==> config.mk <==
export PLATFORM = sky130hd
export DESIGN_NAME = tt_um_serial_deser
export DESIGN_NICKNAME = d
export VERILOG_FILES = /design/src/rtl/tt_um_serial_deser.sv
export SDC_FILE = /design/constraint.sdc
export NUM_CORES = 1
export LEC_CHECK = 0
export ABC_AREA = 1
export ABC_CLOCK_PERIOD_IN_PS = 1700
export CAP_MARGIN = 20
export CORE_MARGIN = 4
export CORE_UTILIZATION = 51
export DETAILED_ROUTE_END_ITERATION = 8
export GPL_TIMING_DRIVEN = 0
export PLACE_DENSITY = 0.8
export SYNTH_ARGS = -nofsm -noshare
export SYNTH_HDL_FRONTEND = slang
export SYNTH_SLANG_ARGS = --single-unit
==> constraint.sdc <==
create_clock -name clk -period 1.7 [get_ports clk]
set_clock_uncertainty 0.15 [all_clocks]
set_input_delay 0.51 -clock clk [delete_from_list [all_inputs] [get_ports clk]]
set_output_delay 0.51 -clock clk [all_outputs]
set_load 0.01 [all_outputs]
==> src/rtl/tt_um_serial_deser.sv <==
// Purpose : async serial byte receiver (start, 8 data, [parity], stop) -> TinyTapeOut pins.
// Latency : byte and valid appear one clk after the mid-stop-bit sample (plus SYNC_STAGES input delay).
// Backpressure: none on the line; an unread byte (valid=1, no ack) causes later good bytes to be dropped with overrun.
//
// Ports:
//   clk, rst_n (synchronous, active-low), ena (0 freezes everything)
//   ui_in[0] sin (idle high), ui_in[1] dir (0 MSB-first, 1 LSB-first), ui_in[2] ack (level)
//   uo_out   last good byte
//   uio_out  [0] valid [1] frame_err [2] overrun [3] busy [4] parity_err
//   uio_oe   constant 8'h1F
// Optional build macro PARITY_EN adds an even-parity bit between data and stop.
module tt_um_serial_deser #(
    parameter int CLKS_PER_BIT = 16,
    parameter int SYNC_STAGES  = 2
) (
    input  logic       clk,
    input  logic       rst_n,
    input  logic       ena,
    input  logic [7:0] ui_in,
    input  logic [7:0] uio_in,
    output logic [7:0] uo_out,
    output logic [7:0] uio_out,
    output logic [7:0] uio_oe
);

    // S_PAR is only visited when PARITY_EN is defined.
    typedef enum logic [2:0] {
        S_IDLE, S_START, S_DATA, S_PAR, S_STOP, S_WAIT_IDLE
    } state_t;

    localparam logic [7:0] HALF_M1 = 8'(CLKS_PER_BIT / 2 - 1);
    localparam logic [7:0] BIT_M1  = 8'(CLKS_PER_BIT - 1);

    logic                   sin, dir, ack, line;
    logic [SYNC_STAGES-1:0] sync_q;
    state_t                 state_q, state_d;
    logic [7:0]             cnt_q, cnt_d;
    logic [2:0]             bit_idx_q, bit_idx_d;
    logic                   dir_q, dir_d;
    logic [7:0]             shreg_q, shreg_d;
    logic [7:0]             byte_q, byte_d;
    logic                   valid_q, valid_d;
    logic                   ferr_q, ferr_d;
    logic                   ovr_q, ovr_d;
    logic                   perr_q, perr_d;
    logic                   pbad_q, pbad_d;   // parity failed for the frame in flight
    logic                   bit_done;
    logic                   unused_in;

    assign sin       = ui_in[0];
    assign dir       = ui_in[1];
    assign ack       = ui_in[2];
    assign line      = sync_q[SYNC_STAGES-1];
    assign bit_done  = (cnt_q == BIT_M1);
    assign unused_in = ^{uio_in, ui_in[7:3]};

    always_ff @(posedge clk) begin
        if (!rst_n) begin
            sync_q    <= '1;      // idle-high, so reset never looks like a start bit
            state_q   <= S_IDLE;
            cnt_q     <= '0;
            bit_idx_q <= '0;
            dir_q     <= 1'b0;
            shreg_q   <= '0;
            byte_q    <= '0;
            valid_q   <= 1'b0;
            ferr_q    <= 1'b0;
            ovr_q     <= 1'b0;
            perr_q    <= 1'b0;
            pbad_q    <= 1'b0;
        end else if (ena) begin
            if (SYNC_STAGES > 1) begin
                sync_q <= {sync_q[SYNC_STAGES-2:0], sin};
            end else begin
                sync_q <= sin;
            end
            state_q   <= state_d;
            cnt_q     <= cnt_d;
            bit_idx_q <= bit_idx_d;
            dir_q     <= dir_d;
            shreg_q   <= shreg_d;
            byte_q    <= byte_d;
            valid_q   <= valid_d;
            ferr_q    <= ferr_d;
            ovr_q     <= ovr_d;
            perr_q    <= perr_d;
            pbad_q    <= pbad_d;
        end
    end

    always_comb begin
        state_d   = state_q;
        cnt_d     = cnt_q;
        bit_idx_d = bit_idx_q;
        dir_d     = dir_q;
        shreg_d   = shreg_q;
        byte_d    = byte_q;
        pbad_d    = pbad_q;
        // ack clears first; any flag set below in the same cycle overrides it
        valid_d   = valid_q & ~ack;
        ferr_d    = ferr_q  & ~ack;
        ovr_d     = ovr_q   & ~ack;
        perr_d    = perr_q  & ~ack;

        case (state_q)
            S_IDLE: begin
                if (!line) begin
                    state_d = S_START;
                    cnt_d   = '0;
                end
            end
            S_START: begin
                if (cnt_q == HALF_M1) begin
                    if (!line) begin
                        state_d   = S_DATA;
                        cnt_d     = '0;
                        bit_idx_d = '0;
                        dir_d     = dir;
                        pbad_d    = 1'b0;
                    end else begin
                        state_d   = S_IDLE;   // glitch, silently ignored
                    end
                end else begin
                    cnt_d = cnt_q + 8'd1;
                end
            end
            S_DATA: begin
                if (bit_done) begin
                    cnt_d   = '0;
                    shreg_d = dir_q ? {line, shreg_q[7:1]} : {shreg_q[6:0], line};
                    if (bit_idx_q == 3'd7) begin
`ifdef PARITY_EN
                        state_d = S_PAR;
`else
                        state_d = S_STOP;
`endif
                    end else begin
                        bit_idx_d = bit_idx_q + 3'd1;
                    end
                end else begin
                    cnt_d = cnt_q + 8'd1;
                end
            end
`ifdef PARITY_EN
            S_PAR: begin
                if (bit_done) begin
                    cnt_d   = '0;
                    state_d = S_STOP;
                    // even parity: XOR of data and parity bit must be 0 (order-independent)
                    if (^{shreg_q, line}) begin
                        pbad_d = 1'b1;
                        perr_d = 1'b1;
                    end
                end else begin
                    cnt_d = cnt_q + 8'd1;
                end
            end
`endif
            S_STOP: begin
                if (bit_done) begin
                    cnt_d = '0;
                    if (!line) begin
                        ferr_d  = 1'b1;
                        state_d = S_WAIT_IDLE;
                    end else begin
                        state_d = S_IDLE;
                        if (!pbad_q) begin
                            // an ack this cycle frees the holding register, so the load wins
                            if (!valid_q || ack) begin
                                byte_d  = shreg_q;
                                valid_d = 1'b1;
                            end else begin
                                ovr_d = 1'b1;
                            end
                        end
                    end
                end else begin
                    cnt_d = cnt_q + 8'd1;
                end
            end
            S_WAIT_IDLE: begin
                if (line) begin
                    state_d = S_IDLE;
                end
            end
            default: state_d = S_IDLE;
        endcase
    end

    assign uo_out  = byte_q;
    assign uio_out = {3'b000, perr_q, (state_q != S_IDLE), ovr_q, ferr_q, valid_q};
    assign uio_oe  = 8'b0001_1111;

endmodule

# --- Word-level counts from Yosys, hierarchy flattened ---
# Index checks and enable logic that the tools add are counted.
word_totals:
  reg_bits: 37
  input_bits: 19
  out_inout_bits: 24
  wordCells: 77
classes:
  n_addsub: 2
  eq_ne: 15
  n_mux: 30
  n_bitwise: 6
  reduce_logical: 13
ops:
  columns: ["op", "n"]
  rows:
  - ["3-bit two-way mux", 11]
  - ["8-bit two-way mux", 4]
  - ["8-bit one-hot mux with 3 select lines", 1]
  - ["2-bit inequality test, second input constant", 8]
  - ["3-bit one-hot mux with 5 select lines", 1]
  - ["1-bit two-way mux", 11]
  - ["3-bit == test, second input constant", 3]
  - ["8-bit by 1-bit adder with 8-bit output, second input constant", 1]
  - ["8-bit by 3-bit == test with 1-bit output, second input constant", 1]
  - ["8-bit by 4-bit == test with 1-bit output, second input constant", 1]
  - ["7-bit AND reduction", 1]
  - ["3-bit one-hot mux with 2 select lines", 1]
  - ["6-bit AND reduction", 1]
  - ["3-bit nonzero test", 2]
  - ["5-bit AND reduction", 1]
  - ["1-bit AND", 4]
  - ["4-bit AND reduction", 1]
  - ["3-bit by 1-bit adder with 3-bit output, second input constant", 1]
  - ["3-bit by 1-bit == test with 1-bit output, second input constant", 1]
  - ["3-bit by 2-bit == test with 1-bit output, second input constant", 1]
  - ["3-bit zero test", 1]
  - ["3-bit AND reduction", 1]
  - ["2-bit two-way mux", 1]
  - ["1-bit inverter", 2]
  - ["other kinds (5)", 5]

# --- Logic depth before layout (Yosys ltp) ---
logic_depth:
  depth_word: 6
  mapped_depth: 11
  ltp_nobuf: 10

# --- Least setup slack after synthesis ---
# OpenSTA, ideal clock, no wires.
synth_path:
  path_kind: "flip-flop to flip-flop"
  startpoint: "register cnt_q[0]"
  endpoint: "register cnt_q[5]"
  setup_time_ns: 0.113
  arrival_time_ns: 1.289
  t_required_ns: 1.437
  path_slack_ns: 0.149
  path_stages_with_launch: 12
  path_buffers: 1
  synth_period_minus_slack_ns: 1.551
  cell_sequence: "dfxtp_1 ha_1 nand2_1 nor2_2 nand3_2 nand2_2 nand2_4 buf_8 nand2_2 nand2_1 nor2_1 nor2_1"
synth_via:
  elab_chain_cells: 3
  word_cells_on_any_way: 6
  cone_classes: "add/sub: 1; eq/ne: 2; mux: 3"
synth_rtl:
  columns: ["element", "line", "source"]
  rows:
  - ["start: declaration", "37", "logic [7:0] cnt_q, cnt_d;"]
  - ["start signal: assignment", "78", "cnt_q <= cnt_d;"]
  - ["8-bit by 1-bit adder with 8-bit output, or another cell as far along", "124, 141, 178", null]
  - ["8-bit two-way mux (on tied branches)", "128, 160, 113", null]
  - ["8-bit one-hot mux with 3 select lines (*)", "105", "case (state_q)"]
# Mark *: on every way between the ends. The rest lies on a longest branch, timed or not.
# A chain may end at the register's enable or synchronous reset.

# --- Final worst setup path ---
layout_path:
  startpoint: "register ovr_q"
  endpoint: "output port uio_out[2]"
layout_lines:
  columns: ["element", "line", "source"]
  rows:
  - ["start: declaration", "44", "logic ovr_q, ovr_d;"]
  - ["start signal: assignment", "85", "ovr_q <= ovr_d;"]
  - ["end: declaration", "22", "output logic [7:0] uio_out,"]
# No word-level cell between the ends.

==> flow_summary_export.csv <==
group,metric,value,unit
clock_tree,hold_buffers,0,
place,placed_cells_incl_taps,371,
critical_path,crit_arrival,1.00,ns
critical_path,critPathMaxFanout,2,
place,place_congestion,0.859,
yosys,syn_avg_cell_area,7.09,sq um
drt,wirelength,4200,um
power_and_ir_drop,vdd_drop_max,0.000666,V
grt,grt_pass1_wl,7040,um
worst_hold_path,min_path_type,"register to register",
drt,drc,0,
clock_tree,cts_buffers,5,
layout,drive_gt1_share,26.6,%
clock_tree,clock_sink_count,37,
drt,drtIter0Drc,148,
layout,diodes,0,
timing,tns,0,ns
timing,min_period_over_period,97.5,%
layout,nets,357,
layout,final_cell_count_no_fill,385,
place,io_buffer_count,17,
power_and_ir_drop,p_switching,0.929,mW
place,place_ws,-0.513,ns
yosys,yosys_warnings,0,
critical_path,crit_start,"ovr_q",
floorplan,start_util,52.6,%
yosys,synth_compound_area_share,17.0,%
critical_path,cp_slowest_cell,"dfxtp_1",
timing,setup_viol,0,
yosys,synth_top_family_by_area,"simple AND/OR/NAND/NOR gates",
critical_path,path_buf_inv,2,
power_and_ir_drop,switching_share,34.7,%
yosys,synthCells,295,
grt,track_usage,17.1,%
power_and_ir_drop,p_clk_share,29.6,%
critical_path,cp.required,1.04,ns
floorplan,dieArea,5190,sq um
yosys,synth.distinct_cells,30,
floorplan,fp.coreArea,3970,sq um
critical_path,cpPeakStageDelay,0.31,ns
yosys,synth_area_leaders,"dfxtp_1 35%, nand2_1 11%, o21ai_0 6.0%",
critical_path,endpoint_kind,"primary output",
floorplan,die_w,72.0,um
grt,grt_overflow,0,
timing,rsz0062_at_grt,"false",
clock_tree,clk_latency,0.29,ns
critical_path,cp-start-kind,"register",
power_and_ir_drop,leakage,1.10,nW
yosys,ys_seq_area_share,35.4,%
grt,grt_pass1_vias,1703,
job,drv_cap,0,
yosys,ys_async_sr_fraction,0,%
clock_tree,htreeDepth,2,
timing,clock.fmax,0.603,GHz
worst_hold_path,hp-start,"uo_out[7]",
drt,vias_per_cell,4.97,
drt,dr_total_vias,1914,
yosys,synth_edf_count,0,
floorplan,die_h,72.0,um
yosys,synthTopCellsByCount,"59 x nand2_1, 37 x dfxtp_1, 32 x inv_1, 26 x nor2_1, 25 x o21ai_0",
clock_tree,cts.clk_slew.worst_paths,0.08,ns
clock_tree,cts_tree,"yes",
drt,first_pass_iters,4,
yosys,ys_seq_elements,37,
critical_path,crit_chain,"buf_4 -> dlygate4sd2_1",
power_and_ir_drop,power_frac_seq,38.4,%
critical_path,crit_family,"buffers and inverters",
floorplan,rows,23,
floorplan,boundaryPins,43,
grt,grt_start_max_net_pins,13,
layout,syn_to_final_growth,23.5,%
run_status,status,"finished clean",
yosys,synth_area,2090,sq um
timing,setup_ws,0.0417,ns
yosys,synthSimpleGateAreaFrac,29.8,%
timing,hold_viol_final,0,
power_and_ir_drop,powerDensity,1040,nW/um^2
power_and_ir_drop,combPwrFrac,32.0,%
yosys,synth_top_cell_area_share,35.4,%
power_and_ir_drop,p_int,1.75,mW
clock_tree,clockBufferDepth,2,
yosys,ys.flop_type,"dfxtp_1",
drt,wl_per_cell,10.9,um
clock_tree,cts-root-buf,"clkbuf_8",
yosys,synthAdderAreaFrac,2.39,%
place,hpwl,3070,um
drt,ant_nets,0,
critical_path,path_class,"register to primary output",
timing,fin_hold_ws,0.294,ns
yosys,yosys.area.top_type,"dfxtp_1",
timing,fin_crit,1.66,ns
yosys,yosys-mux-area-fraction,0,%
yosys,synth_most_common_cell,"nand2_1",
grt,grt_antenna_before_repair,0,
critical_path,timing.rr.start,"cnt_q[0]",
yosys,synth-xor-area-share,0,%
timing,drv_slew,0,
==> what timing repair did <==
item | CTS | global route
gates resized for setup | 19 | 28
setup buffers | 0 | 5
endpoints found under the setup margin | 37 | 32
pin swaps | 2 | 8
gates cloned | 0 | 1
==> per-layer routing <==
| metal | routed length (um) | GRT usage [%] | share of wire, % |
|---|---|---|---|
| met5 | 0 | 0 | 0 |
| met4 | 46 | 9.60 | 1.1 |
| met3 | 305 | 4.57 | 7.3 |
| met2 | 2100 | 29.1 | 50 |
| met1 | 1760 | 19.4 | 42 |
==> cells by family (layout without fill, tap and decap cells) <==
kind of cell | Yosys count | after routing
other cells | 2 | 11
compound gates | 62 | 62
buf+inv | 62 | 93
simple gates | 128 | 128
flops | 37 | 37
fa+ha+maj | 4 | 4
==> tightest hold or removal path: stages (launching register included) <==
cell	delay, ns
dfxtp_1	0.31
inv_1	0.04
a21oi_1	0.05
==> state kept, by name, indices dropped and copies added, names as in the netlist <==
name,cells
cnt_q,8
shreg_q,8
uo_out,8
bit_idx_q,3
state_q,3
sync_q,2
dir_q,1
ferr_q,1
ovr_q,1
perr_q,1
valid_q,1
==> metrics by stage <==
stage | instance area (sq um) | utilization [%] | power [mW]
global route | 2580 | 65.0 | 2.84
detailed placement | 2360 | 59.4 | 1.85
floorplan | 2120 | - | 1.68
CTS | 2460 | 62.1 | 2.65
global placement | 2360 | 59.4 | 1.83
finish | 2580 | 65.0 | 2.68
==> power groups by stage <==
stage / combinational (mW) / clock (mW) / sequential, mW
after floorplan: 0.672 / 0 / 1.01
after global placement: 0.816 / 0 / 1.02
after detailed placement: 0.833 / 0 / 1.02
after CTS: 0.824 / 0.820 / 1.01
after global routing: 0.956 / 0.848 / 1.04
final: 0.858 / 0.793 / 1.03
==> final cells by class <==
type / instances / area, sq um
plain buffers: 24 / 176
multi-input cells: 205 / 1130
clock inverters: 2 / 37.5
clock buffers: 6 / 82.6
flip-flops and latches: 37 / 757
well taps: 50 / 62.6
repair buffers: 23 / 194
fillers: 346 / 1390
inverters: 38 / 146
==> cells in the final DEF (no fill, tap or decap), drive strengths merged <==
cell / synthesis / layout
a21oi: 30 / 30
a221oi: 1 / 1
buf: 21 / 27
bufinv: 0 / 1
clkbuf: 3 / 10
clkdlybuf4s50: 0 / 2
clkinv: 2 / 2
clkinvlp: 0 / 1
conb: 2 / 11
dfxtp: 37 / 37
dlygate4sd2: 0 / 13
dlymetal6s2s: 0 / 1
ha: 4 / 4
inv: 36 / 36
nand2: 67 / 67
nand3: 22 / 22
nand4: 5 / 5
nor2: 34 / 34
o21ai: 31 / 31
==> worst paths after layout <==
check,to,slack (ns),cells after the start
max,uio_out[2],0.04,2
min,uo_out[7],0.29,2
max reg2reg,cnt_q[5],0.11,9
min reg2reg,uo_out[7],0.29,2
Note: power is estimated with default switching activity, not from simulation.
